<file path="src/rtl/knap_pkg.sv">
// Shared types and constants for the knapsack sweep controller and its checker.
// The limit constants and knap_fits() describe the checker's acceptance rule.
package knap_pkg;

    localparam int KNAP_N_ITEMS    = 15;
    localparam int KNAP_MIN_VALUE  = 120;
    localparam int KNAP_MAX_WEIGHT = 60;
    localparam int KNAP_MAX_VOLUME = 60;

    typedef enum logic [1:0] {
        ST_IDLE,
        ST_SCAN,
        ST_DRAIN,
        ST_DONE
    } scan_state_e;

    typedef struct packed {
        logic                    issued;
        logic [KNAP_N_ITEMS-1:0] mask;
    } knap_tag_t;

    function automatic logic knap_fits(input int value, input int weight, input int volume);
        return (value >= KNAP_MIN_VALUE) && (weight <= KNAP_MAX_WEIGHT) &&
               (volume <= KNAP_MAX_VOLUME);
    endfunction

endpackage

</file>
<file path="src/rtl/knap_scan_ctrl_if.sv">
// Host control/status and checker-facing signals of the sweep controller.
// The controller uses the slave modport; the host/checker side uses master.
interface knap_scan_ctrl_if
    import knap_pkg::*;
#(
    parameter int N_ITEMS = KNAP_N_ITEMS,
    parameter int CNT_W   = 16
);
    logic               start;
    logic               abort;
    logic               stop_on_first;
    logic               valid_in;
    logic [N_ITEMS-1:0] cand;
    logic               busy;
    logic               done;
    logic               aborted;
    logic               found;
    logic [N_ITEMS-1:0] first_mask;
    logic [N_ITEMS-1:0] last_mask;
    logic [CNT_W-1:0]   hit_count;

    modport master (
        output start, abort, stop_on_first, valid_in,
        input  cand, busy, done, aborted, found, first_mask, last_mask, hit_count
    );

    modport slave (
        input  start, abort, stop_on_first, valid_in,
        output cand, busy, done, aborted, found, first_mask, last_mask, hit_count
    );

endinterface

</file>
<file path="src/rtl/knap_tag_pipe.sv">
// Delay line that carries (issued, mask) tags alongside the checker pipeline so a
// returning valid can be matched to the mask that produced it. LAT=0 is a wire.
module knap_tag_pipe
    import knap_pkg::*;
#(
    parameter int LAT = 1
) (
    input  logic      clk,
    input  logic      rst_n,
    input  logic      i_flush,
    input  knap_tag_t i_tag,
    output knap_tag_t o_tag
);

    generate
        if (LAT == 0) begin : g_wire
            logic w_unused_ok;
            assign w_unused_ok = clk ^ rst_n ^ i_flush;
            assign o_tag       = i_tag;
        end else begin : g_pipe
            for (genvar gi = 0; gi < LAT; gi++) begin : g_stage
                knap_tag_t w_src;
                knap_tag_t r_q;

                if (gi == 0) begin : g_head
                    assign w_src = i_tag;
                end else begin : g_body
                    assign w_src = g_stage[gi-1].r_q;
                end

                always_ff @(posedge clk or negedge rst_n) begin
                    if (!rst_n) begin
                        r_q <= '0;
                    end else if (i_flush) begin
                        r_q <= '0;
                    end else begin
                        r_q <= w_src;
                    end
                end
            end
            assign o_tag = g_stage[LAT-1].r_q;
        end
    endgenerate

endmodule

</file>
<file path="src/rtl/knap_scan_ctrl.sv">
// Sweeps every item-selection mask into the knapsack checker and collects the
// hit count plus the lowest and highest mask the checker accepted.
module knap_scan_ctrl
    import knap_pkg::*;
#(
    parameter int N_ITEMS = KNAP_N_ITEMS,
    parameter int CHK_LAT = 1,
    parameter int CNT_W   = 16
) (
    input  logic            clk,
    input  logic            rst_n,
    knap_scan_ctrl_if.slave bus
);

    localparam logic [N_ITEMS-1:0] MASK_ALL = '1;

    scan_state_e        r_state, w_state_next;
    logic [N_ITEMS-1:0] r_cand, w_cand_next;
    logic [1:0]         r_drain_cnt, w_drain_next;
    logic               r_mode, w_mode_next;
    logic               r_found, w_found_next;
    logic               r_aborted, w_aborted_next;
    logic [N_ITEMS-1:0] r_first, w_first_next;
    logic [N_ITEMS-1:0] r_last, w_last_next;
    logic [CNT_W-1:0]   r_hits, w_hits_next;

    knap_tag_t          w_push_tag;
    knap_tag_t          w_pipe_tag;
    logic               w_flush;
    logic               w_hit;
    logic               w_active;

    // Only masks issued during SCAN are tagged valid; DRAIN/IDLE push bubbles.
    assign w_push_tag.issued = (r_state == ST_SCAN);
    assign w_push_tag.mask   = r_cand;
    assign w_active          = (r_state == ST_SCAN) || (r_state == ST_DRAIN);
    assign w_hit             = w_pipe_tag.issued && bus.valid_in;

    knap_tag_pipe #(
        .LAT (CHK_LAT)
    ) u_tag_pipe (
        .clk     (clk),
        .rst_n   (rst_n),
        .i_flush (w_flush),
        .i_tag   (w_push_tag),
        .o_tag   (w_pipe_tag)
    );

    always_comb begin
        w_state_next   = r_state;
        w_cand_next    = r_cand;
        w_drain_next   = r_drain_cnt;
        w_mode_next    = r_mode;
        w_found_next   = r_found;
        w_aborted_next = r_aborted;
        w_first_next   = r_first;
        w_last_next    = r_last;
        w_hits_next    = r_hits;
        w_flush        = 1'b0;

        if (w_hit) begin
            if (r_hits != '1) begin
                w_hits_next = r_hits + 1'b1;
            end
            w_last_next = w_pipe_tag.mask;
            if (!r_found) begin
                w_first_next = w_pipe_tag.mask;
                w_found_next = 1'b1;
            end
        end

        case (r_state)
            ST_IDLE: begin
                if (bus.start) begin
                    w_state_next   = ST_SCAN;
                    w_cand_next    = '0;
                    w_mode_next    = bus.stop_on_first;
                    w_found_next   = 1'b0;
                    w_aborted_next = 1'b0;
                    w_hits_next    = '0;
                    w_first_next   = '0;
                    w_last_next    = '0;
                end
            end
            ST_SCAN: begin
                // The final mask is held rather than wrapping back to zero.
                if (r_cand == MASK_ALL) begin
                    w_state_next = (CHK_LAT == 0) ? ST_DONE : ST_DRAIN;
                    w_drain_next = '0;
                end else begin
                    w_cand_next = r_cand + 1'b1;
                end
            end
            ST_DRAIN: begin
                if (r_drain_cnt == 2'(CHK_LAT - 1)) begin
                    w_state_next = ST_DONE;
                end else begin
                    w_drain_next = r_drain_cnt + 1'b1;
                end
            end
            ST_DONE: begin
                w_state_next = ST_IDLE;
            end
            default: begin
                w_state_next = ST_IDLE;
            end
        endcase

        // Abort and early stop both end the sweep and discard in-flight tags.
        if (w_active && (bus.abort || (r_mode && w_hit))) begin
            w_state_next = ST_DONE;
            w_flush      = 1'b1;
            if (bus.abort) begin
                w_aborted_next = 1'b1;
            end
        end
    end

    always_ff @(posedge clk or negedge rst_n) begin
        if (!rst_n) begin
            r_state     <= ST_IDLE;
            r_cand      <= '0;
            r_drain_cnt <= '0;
            r_mode      <= 1'b0;
            r_found     <= 1'b0;
            r_aborted   <= 1'b0;
            r_first     <= '0;
            r_last      <= '0;
            r_hits      <= '0;
        end else begin
            r_state     <= w_state_next;
            r_cand      <= w_cand_next;
            r_drain_cnt <= w_drain_next;
            r_mode      <= w_mode_next;
            r_found     <= w_found_next;
            r_aborted   <= w_aborted_next;
            r_first     <= w_first_next;
            r_last      <= w_last_next;
            r_hits      <= w_hits_next;
        end
    end

    assign bus.cand       = r_cand;
    assign bus.busy       = w_active;
    assign bus.done       = (r_state == ST_DONE);
    assign bus.aborted    = r_aborted;
    assign bus.found      = r_found;
    assign bus.first_mask = r_first;
    assign bus.last_mask  = r_last;
    assign bus.hit_count  = r_hits;

endmodule
</file>
<file path="src/flat_wrapper.sv">
// flat-port wrapper written by rule: the top's interface ports become plain ports
module knap_scan_ctrl_flat import knap_pkg::*;
#(
    parameter int N_ITEMS = KNAP_N_ITEMS,
    parameter int CHK_LAT = 1,
    parameter int CNT_W   = 16
)
  (clk, rst_n, bus_start, bus_abort, bus_stop_on_first, bus_valid_in, bus_cand, bus_busy, bus_done, bus_aborted, bus_found, bus_first_mask, bus_last_mask, bus_hit_count);
  knap_scan_ctrl_if #(.N_ITEMS(N_ITEMS), .CNT_W(CNT_W)) bus_i ();
  input  logic clk;
  input  logic rst_n;
  input wire logic [$bits(bus_i.start)-1:0] bus_start;
  input wire logic [$bits(bus_i.abort)-1:0] bus_abort;
  input wire logic [$bits(bus_i.stop_on_first)-1:0] bus_stop_on_first;
  input wire logic [$bits(bus_i.valid_in)-1:0] bus_valid_in;
  output wire logic [$bits(bus_i.cand)-1:0] bus_cand;
  output wire logic [$bits(bus_i.busy)-1:0] bus_busy;
  output wire logic [$bits(bus_i.done)-1:0] bus_done;
  output wire logic [$bits(bus_i.aborted)-1:0] bus_aborted;
  output wire logic [$bits(bus_i.found)-1:0] bus_found;
  output wire logic [$bits(bus_i.first_mask)-1:0] bus_first_mask;
  output wire logic [$bits(bus_i.last_mask)-1:0] bus_last_mask;
  output wire logic [$bits(bus_i.hit_count)-1:0] bus_hit_count;
  assign bus_i.start = bus_start;
  assign bus_i.abort = bus_abort;
  assign bus_i.stop_on_first = bus_stop_on_first;
  assign bus_i.valid_in = bus_valid_in;
  assign bus_cand = bus_i.cand;
  assign bus_busy = bus_i.busy;
  assign bus_done = bus_i.done;
  assign bus_aborted = bus_i.aborted;
  assign bus_found = bus_i.found;
  assign bus_first_mask = bus_i.first_mask;
  assign bus_last_mask = bus_i.last_mask;
  assign bus_hit_count = bus_i.hit_count;
  knap_scan_ctrl #(.N_ITEMS(N_ITEMS), .CHK_LAT(CHK_LAT), .CNT_W(CNT_W)) u_core (.clk(clk), .rst_n(rst_n), .bus(bus_i));
endmodule
</file>
<file path="config.mk">
export PLATFORM = sky130hd
export DESIGN_NAME = knap_scan_ctrl_flat
export DESIGN_NICKNAME = d
export VERILOG_FILES = /design/src/rtl/knap_pkg.sv /design/src/rtl/knap_scan_ctrl_if.sv /design/src/rtl/knap_tag_pipe.sv /design/src/rtl/knap_scan_ctrl.sv /design/src/flat_wrapper.sv
export SDC_FILE = /design/constraint.sdc
export NUM_CORES = 1
export LEC_CHECK = 0
export CAP_MARGIN = 10
export CORE_AREA = 2 2 91 93
export DETAILED_ROUTE_END_ITERATION = 6
export DIE_AREA = 0 0 93 95
export PLACE_DENSITY = 0.84
export SLEW_MARGIN = 20
export SYNTH_ARGS = -nofsm -noshare
export SYNTH_HDL_FRONTEND = slang
export SYNTH_HIERARCHICAL = 1
export SYNTH_SLANG_ARGS = --single-unit
</file>
<file path="constraint.sdc">
create_clock -name clk -period 2.2 [get_ports clk]
set_input_delay 0.22 -clock clk [delete_from_list [all_inputs] [get_ports clk]]
set_output_delay 0.22 -clock clk [all_outputs]
set_load 0.01 [all_outputs]
</file>
==> impl_results.md, run 1 <==
* Routed vias at 3426
* Top-Level Pins at 71
* Worst Hold Slack at ~310 ps
* Synthesized area at 4095 um2
* Worst r2r src: u_core/bus.cand[0]
* Clock Skew at ~11 ps
* ANT cells at 0
* Gr usage total at 21.94%
* Async SR Flop Fraction at between 90% and 100%
* Top delay family on crit path: buffers and inverters
* GPL Wtd Cong at between 0.8 and 0.9
* Setup TNS Final at 0 ps
* Crit path max fanout at 7
* Synth warnings at 6
* RSZ-0062 raised after global routing: false
* Clock network latency to the later pin of the worst-skew pair at about 360 ps
* CTS tree: yes
* P_leak at 2.185 nW
* Gr ovfl total at 0
* CP Cell Sequence: inv_1 -> ha_1 -> clkdlybuf4s50_1
* DP Area at 4891 um2
* Hold Fails Final Rpt at 0
* Buf/Inv on CP at 2
* WP data arrival at approximately 1900 ps
* Die area at 8835 um2
* Final worst slack at 117.9 ps
* F_max at 0.4803 GHz
* # clock sinks at 84
* Htree depth at 3
* Nets at 504
* Pre-antenna DRT Iters at 5
* Routed Antenna Nets at 0
* Die Wd at 93 um
* Status: finished clean
* Largest net degree at the start of global routing at 36
* Slew HR at 59.22%
* # rows at 33
* Crit path kind: flop to output pin
* Mean Syn Cell Area at just under 10 um2
* DP HPWL at roughly 6400 um
* Final setup viols at 0
* Most used DFF post-synth: dfrtp_1
* Die height at 95 um
* Req. time, crit path at a little under 2000 ps
* Share of cells above drive strength 1 at around an eighth
* Final period util at between 90% and 100%
* CTS Root Cell: clkbuf_8
* Cell Pwr Density at between 800 and 900 nW/um2
* Post-place setup slack at between 100 and 150 ps
* Drt wl/cell at 15.57 um
* Via density at 5.710
* CP max stage cell: clkdlybuf4s50_1
* Worst-Margin Slew at 611.7 ps
* Type of destination of the critical path: output pin
* Worst setup startpoint: u_core/r_state[0]
* Mapped Cells at 421
* Overall routed net length at around 9300 um
* Port Buffer Count at 70
* Register clock-pin slew on the reported worst setup and hold paths at 90 ps
* Area grow syn2layout at 24.63%
* Hold Path Class: primary input to asynchronous set/reset pin
* Max VDD drop at 0.0009052 V
* Synth Register Bits at 84
* Max Slew Vio Count at 0
* Initial core utilization at 51.66%
* Starting DRT DRC Count at 224
* CTS max path bufs at 2
* Worst path max stage delay at 580 ps
* # Max-Cap Violations at 0
* Synth cell types at 47
* Synthesized Nets at 435
* Vias in the first global route at 3245
* Initial antenna violation count at 0
* Total CTS buffers at 9
* First-pass GRT wire length at 15530 um
* Sequential area share after synthesis at 51.33%
* Residual DRC count at 0
* Core Area at 7928 um2
* Fin crit period at around 2100 ps
* Fin area at 5104 um2
* Number of synthesized flops with an enable pin at 0
* Startpoint class of the critical path: flop
## logic make-up after synthesis
logic type      Yosys count  synth area share [%]
flops                    84                 51.33
simple gates            190                 24.66
buf+inv                  40                 5.255
fa+ha+maj                 8                 2.444
compound gates           88                 13.54
mux                      11                 2.780
## cells in the final DEF, fill, tap and decap left out, types with 5 or more instances in the layout
cell type,instances
nor2_1,12
a31oi_1,5
o31ai_1,7
nor2b_2,7
nor2b_1,7
buf_4,18
nand4_1,9
nand3_1,13
clkdlybuf4s50_1,69
o21ai_0,5
nor3_1,6
nand2_1,88
mux2i_1,8
ha_1,7
or4_1,7
a21oi_1,49
nand2b_1,5
and2b_2,6
dfrtp_1,84
and3_1,8
inv_1,9
clkbuf_8,9
## worst reg2reg max path, delay by kind of cell (launching register included)
family	cells	cell delay, ps
AND/OR/NAND/NOR	2	370
flip-flops	1	450
adder cells (fa/ha/maj)	1	240
AO/OA/AOI/OAI	2	890
## per-layer routing
| layer | part of all wire [%] | global-route usage, % |
|---|---|---|
| met1 | 44 | 30.46 |
| met2 | 49 | 34.66 |
| met3 | 5.9 | 3.831 |
| met4 | 1.4 | 8.456 |
| met5 | 0 | 0 |
## power breakdown
| part | total (mW) | leakage [nW] | switching (mW) | internal [mW] |
|---|---|---|---|---|
| Sequential | 1.91 | 1.15 | 0.175 | 1.74 |
| Combinational | 1.50 | 0.943 | 0.806 | 0.696 |
| Clock | 1.07 | 0.0926 | 0.629 | 0.441 |
## flip-flops by register name, summed over array words and instances, names as in the netlist
signal and cells:
u_core/bus.aborted 1, u_core/bus.last_mask 15, u_core/bus.first_mask 15, u_core/r_drain_cnt 2
u_core/bus.found 1, u_core/r_state 2, u_core/bus.cand 15, u_core/bus.hit_count 16
u_core/r_mode 1, u_core/u_tag_pipe/o_tag 16
## timing repair
action                                  4_1_cts  5_1_grt
hold buffers                                  1        0
endpoints found under the setup margin        0        8
gates resized for setup                       0        3
buffers inserted                              0        0
hold endpoints to repair                     27        0
## synthesized netlist by cell type, types with 2 or more instances
cell type | number | area share [%]
nand2_1 | 88 | 8.1
o31ai_1 | 7 | 1.3
and2b_2 | 6 | 1.3
or3_1 | 3 | 0.46
nor2_1 | 12 | 1.1
o311ai_0 | 2 | 0.43
or4_1 | 7 | 1.3
buf_4 | 15 | 2.7
nor3_1 | 6 | 0.73
nand4_1 | 9 | 1.4
a31oi_1 | 5 | 0.76
a22o_1 | 4 | 0.86
inv_1 | 9 | 0.82
a211oi_1 | 3 | 0.55
ha_1 | 8 | 2.4
and3_1 | 8 | 1.2
nand3_1 | 14 | 1.7
nand2b_1 | 5 | 0.76
clkbuf_1 | 14 | 1.3
a2111o_1 | 2 | 0.55
or2_2 | 3 | 0.46
mux2i_1 | 8 | 2.0
o21ai_0 | 5 | 0.61
dfrtp_1 | 84 | 51
mux2_1 | 2 | 0.55
nor2b_2 | 7 | 1.5
nor2b_1 | 7 | 1.1
a21oi_1 | 49 | 6.0
and4_1 | 4 | 0.86
a311oi_1 | 2 | 0.43
and2_1 | 4 | 0.61
o41ai_1 | 4 | 0.86
## final timing paths
| kind | endpoint | slack, ps | depth (start not counted) |
|---|---|---|---|
| min reg2reg | u_core/bus.first_mask[6] | 510 | 2 |
| max in group asynchronous | u_core/bus.cand[0] | 1250 | 3 |
| max | bus_busy | 120 | 3 |
| max reg2reg | u_core/r_state[1] | 150 | 5 |
| min in group clk | u_core/r_mode | 410 | 3 |
| min | u_core/bus.hit_count[10] | 310 | 2 |
## through the flow
stage,utilization [%],instances,power (mW)
after floorplan,-,421,2.822
after global placement,61.70,583,3.358
after detailed placement,61.70,583,3.416
after CTS,64.28,600,4.486
after global routing,64.38,600,4.751
final,64.38,600,4.486
## layout make-up
cell class              count  area (um2)
flip-flops and latches     84        2102
multi-input cells         297        1785
inverters                   9       33.78
clock inverters             7       71.32
repair buffers             89       855.8
clock buffers               9       123.9
fillers                   635        2824
well taps                 105       131.4
Note: power is estimated with default switching activity, not from simulation.
==> run 2: changes to the inputs <==
==> constraint.sdc (replaced) <==
create_clock -name clk -period 2.2 [get_ports clk]
set_input_delay 0.44 -clock clk [delete_from_list [all_inputs] [get_ports clk]]
set_output_delay 0.44 -clock clk [all_outputs]
set_load 0.01 [all_outputs]
==> run 2 against run 1 <==
Against the previous run:
- global-route usage increased by 0.61 points
- fmax about the same
- hold slack got worse by 300 ps
- non-clock buffer count increased by 3
- final cell count increased by 0.50%
- design area increased by 1.1%
- sequential power about the same
- clock power about the same
- combinational power increased by 7%
- first-iteration DRC count increased by 1.3%
- clock skew increased by 5.9 ps
- register-to-register slack got worse by 30 ps
- critical endpoint is now u_core/bus.cand[5]
- largest cell class unchanged
- largest power group unchanged
==> impl_results.md, run 2 (same netlist as run 1, synthesis figures left out) <==
* WP data arrival at 2300 ps
* Crit path kind: flop to flop
* Htree depth at 3
* F_max at 0.4803 GHz
* Most frequent cells in the layout: nand2_1, dfrtp_1, clkdlybuf4s50_1
* Register-to-Register Path Depth at 7
* Port Buffer Count at 70
* Final period util at between 90% and 100%
* Pre-antenna DRT Iters at 5
* Worst R2R End: u_core/bus.cand[5]
* DP HPWL at 6816 um
* GPL Wtd Cong at just under 0.9
* Largest net degree at the start of global routing at 38
* # clock sinks at 84
* PnR Total Power at about 4.6 mW
* Max Slew Vio Count at 0
* Die height at about 95 um
* RSZ-0062 raised after global routing: false
* Top-Level Pins at slightly above 70
* P_leak at between 2 and 2.5 nW
* Setup TNS Final at 0 ps
* Reg2reg setup slack at approximately 120 ps
* Initial antenna violation count at 0
* Routed Antenna Nets at 0
* Worst r2r src: u_core/r_state[1]
* Drt wl/cell at 15.98 um
* Share of cells above drive strength 1 at 12.85%
* Gr usage total at between 20% and 30%
* Overall routed net length at 9633 um
* Clock Skew at 16.58 ps
* CTS Root Cell: clkbuf_8
* CTS tree: yes
* Worst setup startpoint: u_core/r_state[1]
* Slew HR at 59.87%
* Hold Path Class: primary input to asynchronous set/reset pin
* # fillers at around 640
* Hold Fails Final Rpt at 0
* Clock network latency to the later pin of the worst-skew pair at 370 ps
* CTS max path bufs at 2
* Req. time, crit path at about 2400 ps
* Register area at 2102 um2
* Crit path max fanout at 9
* Core Area at 7928 um2
* Most common cell after layout, fill and taps aside: nand2_1
* Worst-Margin Slew at 601.9 ps
* # rows at 33
* Type of destination of the critical path: flop
* Register clock-pin slew on the reported worst setup and hold paths at about 100 ps
* Vias in the first global route at 3315
* ANT cells at 0
* # Max-Cap Violations at 0
* End of the critical path: u_core/bus.cand[5]
* Die area at about 9000 um2
* Gr ovfl total at 0
* Fin crit period at 2082 ps
* Routed vias at 3460
* Status: finished clean
* Nets at 507
* Starting DRT DRC Count at 227
* Multi-input logic area at 1803 um2
* Die Wd at 93 um
* First-pass GRT wire length at roughly 16000 um
* Via density at 5.738
* Total CTS buffers at 9
* Cell Pwr Density at about 900 nW/um2
* Initial core utilization at slightly above 50%
* Area grow syn2layout at 26.03%
* Final setup viols at 0
* Residual DRC count at 0
* Max VDD drop at 0.0007361 V
* Startpoint class of the critical path: flop
-- run 2: routing by layer --
metal | GRT usage (%) | part of all wire (%) | wire length (um)
met4 | 9.314 | 1.9 | 186
met1 | 30.34 | 43 | 4140
met3 | 2.713 | 4.8 | 467
met5 | 0 | 0 | 0
met2 | 37.38 | 50 | 4839
-- run 2: critical path: stages (launching register included) --
cell and delay (ps):
dfrtp_1 400, inv_1 180, ha_4 230, mux2_2 230
nand3_1 170, buf_4 190, o311ai_0 370, o41ai_1 170
-- run 2: worst min path at each step --
stage,to,slack (ps),startpoint
CTS,u_core/r_mode,30,rst_n
global placement,u_core/bus.aborted,420,rst_n
detailed placement,u_core/bus.aborted,430,rst_n
global route,u_core/bus.cand[12],50,rst_n
floorplan,u_core/bus.aborted,140,rst_n
finish,u_core/r_mode,10,rst_n
-- run 2: cell type report --
class / instances / area share, %
Clock inverter: 7 / 1.479
Multi-Input combinational cell: 297 / 34.93
Inverter: 9 / 0.6545
Sequential cell: 84 / 40.73
Tap cell: 105 / 2.545
Clock buffer: 9 / 2.400
Timing Repair Buffer: 92 / 17.26
-- run 2: stage by stage --
step	setup WS (ps)	hold slack, ps	instances	util, %	instance area [um2]
after floorplan	297.8	144.4	421	-	4095
after global placement	106.3	419.9	585	62.04	4918
after CTS	48.78	29.55	603	64.95	5149
after global routing	40.95	49.27	603	65.10	5161
final	117.8	13.99	603	65.10	5161
after detailed placement	2.284	427.8	585	62.04	4918
-- run 2: power breakdown --
part / leakage (nW) / switching (mW) / internal, mW
combinational: 0.968 / 0.842 / 0.766
clock: 0.103 / 0.650 / 0.451
sequential: 1.15 / 0.172 / 1.74
total: 2.22 / 1.66 / 2.96
-- run 2: what timing repair did --
| action | in CTS | in global routing |
|---|---|---|
| hold endpoints to repair | 0 | 0 |
| gates resized for setup | 3 | 2 |
| endpoints found under the setup margin | 2 | 2 |
| buffers inserted | 2 | 0 |
| hold buffers | 0 | 0 |
==> run 3: changes to the inputs <==
CORE_AREA = 2 2 82 104   (was 2 2 91 93)
DIE_AREA = 0 0 84 106   (was 0 0 93 95)
PLACE_DENSITY = 0.83   (was 0.84)
==> run 3 against run 2 <==
Against the previous run:
- setup slack worse by 69 ps
- clock skew fell by 6.1 ps
- global-route usage decreased by 0.55 points
- critical path depth down 2
- critical endpoint is now u_core/bus.cand[0]
- non-clock buffer count unchanged
- design area is 0.24% lower
- register-to-register slack got worse by 70 ps
- sequential share of layout area is 0.099 points higher
- final cell count down 1.3%
- die area rose by 0.78%
==> impl_results.md, run 3 (same netlist as run 1, synthesis figures left out) <==
* PnR Total Power at 4.630 mW
* GPL Wtd Cong at 0.8751
* Met3 GRT Util at between 4 and 5%
* Max VDD drop at 0.0007837 V
* Final std cells w/o fill at 595
* Status: finished clean
* Fin area at 5149 um2
* Via density at 5.818
* Starting DRT DRC Count at 246
* Slew HR at 63.30%
* Vias in the first global route at 3321
* Busiest grt layer: met2
* Most frequent cells in the layout: nand2_1, dfrtp_1, clkdlybuf4s50_1
* Gr usage total at 22.00%
* Routed vias at between 3000 and 4000
* # Max-Cap Violations at 0
* Multi-input logic area at 1794 um2
* Max Slew Vio Count at 0
* Register clock-pin slew on the reported worst setup and hold paths at 90 ps
* Startpoint class of the critical path: flop
* WP data arrival at 2390 ps
* First-pass GRT wire length at 15900 um
* Top-Level Pins at 71
* Routed Antenna Nets at 0
* Core Area at 8009 um2
* Hold Path Class: flop to flop
* Post-place setup slack at 77.65 ps
* Final setup viols at 0
* Worst Hold Slack at 511.5 ps
* Met2 Use GR at around 36%
* Register area at 2102 um2
* Fin crit period at 2152 ps
* Register-to-Register Path Depth at 5
* # rows at 37
* Die Wd at about 84 um
* WP depth at 5
* F_max at 0.4648 GHz
* CP Cell Sequence: ha_1 -> nand3_1 -> or4_4 -> mux2_1 -> a22o_1
* Most common cell after layout, fill and taps aside: nand2_1
* Clock network latency to the later pin of the worst-skew pair at 360 ps
* Die area at 8904 um2
* P_leak at 2.218 nW
* Setup TNS Final at 0 ps
* Worst path max stage delay at 560 ps
* Hold Crit Depth at 2
* Initial core utilization at 51.13%
* ANT cells at 0
* Share of cells above drive strength 1 at 12.65%
* Area grow syn2layout at 25.73%
* CTS tree: yes
* Initial antenna violation count at 0
* Pre-antenna DRT Iters at 5
* Hold Fails Final Rpt at 0
* Gr ovfl total at 0
* DP Area at 4901 um2
* Post-layout util at approximately 64%
* Grt met1 use at 28.45%
* Clock Skew at ~11 ps
* Final period util at 97.80%
* CTS max path bufs at 2
* # fillers at 631
* Port Buffer Count at 70
* Crit path max fanout at 7
* CTS Root Cell: clkbuf_8
* Cell Pwr Density at between 800 and 900 nW/um2
* Htree depth at 3
* Final worst slack at 48.36 ps
* Drt wl/cell at 15.93 um
* Type of destination of the critical path: flop
* Residual DRC count at 0
* Die height at 106 um
* Nets at 507
* Req. time, crit path at ~2400 ps
* Total CTS buffers at 9
* Largest net degree at the start of global routing at 57
* Placed Cells at approximately 580
* Crit path kind: flop to flop
* Overall routed net length at 9477 um
* Worst-Margin Slew at roughly 550 ps
* Top delay family on crit path: simple AND/OR/NAND/NOR gates
* DP HPWL at 6671 um
* # clock sinks at between 80 and 90
* CP max stage cell: or4_4
* Buf/Inv on CP at 0
-- run 3: changes by cell type in the layout (fill, tap and decap cells not counted), sizes merged --
cell / change
dlygate4sd3: +1
bufinv: +1
buf: -1
clkinv: -1
dlygate4sd2: +1
inv: -1
dlymetal6s2s: -1
clkinvlp: +1
-- run 3: path summary, 6_finish.rpt --
| path | slack (ps) | endpoint | startpoint |
|---|---|---|---|
| setup / recovery | 50 | u_core/bus.cand[0] | u_core/bus.cand[0] |
| hold / removal | 510 | u_core/r_mode | u_core/r_mode |
| setup reg to reg | 50 | u_core/bus.cand[0] | u_core/bus.cand[0] |
| hold reg to reg | 510 | u_core/r_mode | u_core/r_mode |
| max in group asynchronous | 1040 | u_core/r_state[0] | rst_n |
| min in group asynchronous | 550 | u_core/r_mode | rst_n |
-- run 3: worst register-to-register path, stage by stage, from the launching register on --
cell	delay, ps
dfrtp_1	490
ha_1	250
nand3_1	190
or4_4	560
mux2_1	360
a22o_1	200
-- run 3: area by class of cell --
| cell class | instances | area share (%) |
|---|---|---|
| clock inverters | 7 | 1.628 |
| flip-flops and latches | 84 | 40.83 |
| well taps | 97 | 2.357 |
| inverters | 9 | 0.6561 |
| clock buffers | 9 | 2.406 |
| multi-input cells | 297 | 34.85 |
| repair buffers | 92 | 17.28 |
-- run 3: routing by layer --
layer  vias up  wire length, um
met5         -                0
met4         0              213
met3        22              634
met2       171             4809
met1      1641             3820
li1       1628                -
-- run 3: repair_timing --
action,4_1_cts,5_1_grt
resized for setup,2,2
hold buffers,1,0
pin swaps,0,0
endpoints found under the hold margin,1,0
buffers inserted,2,0
endpoints found under the setup margin,1,3
-- run 3: where the power goes --
part / internal [mW] / switching [mW] / total (mW)
clock: 0.544 / 0.605 / 1.15
sequential: 1.74 / 0.186 / 1.92
combinational: 0.734 / 0.823 / 1.56
total: 3.02 / 1.61 / 4.63
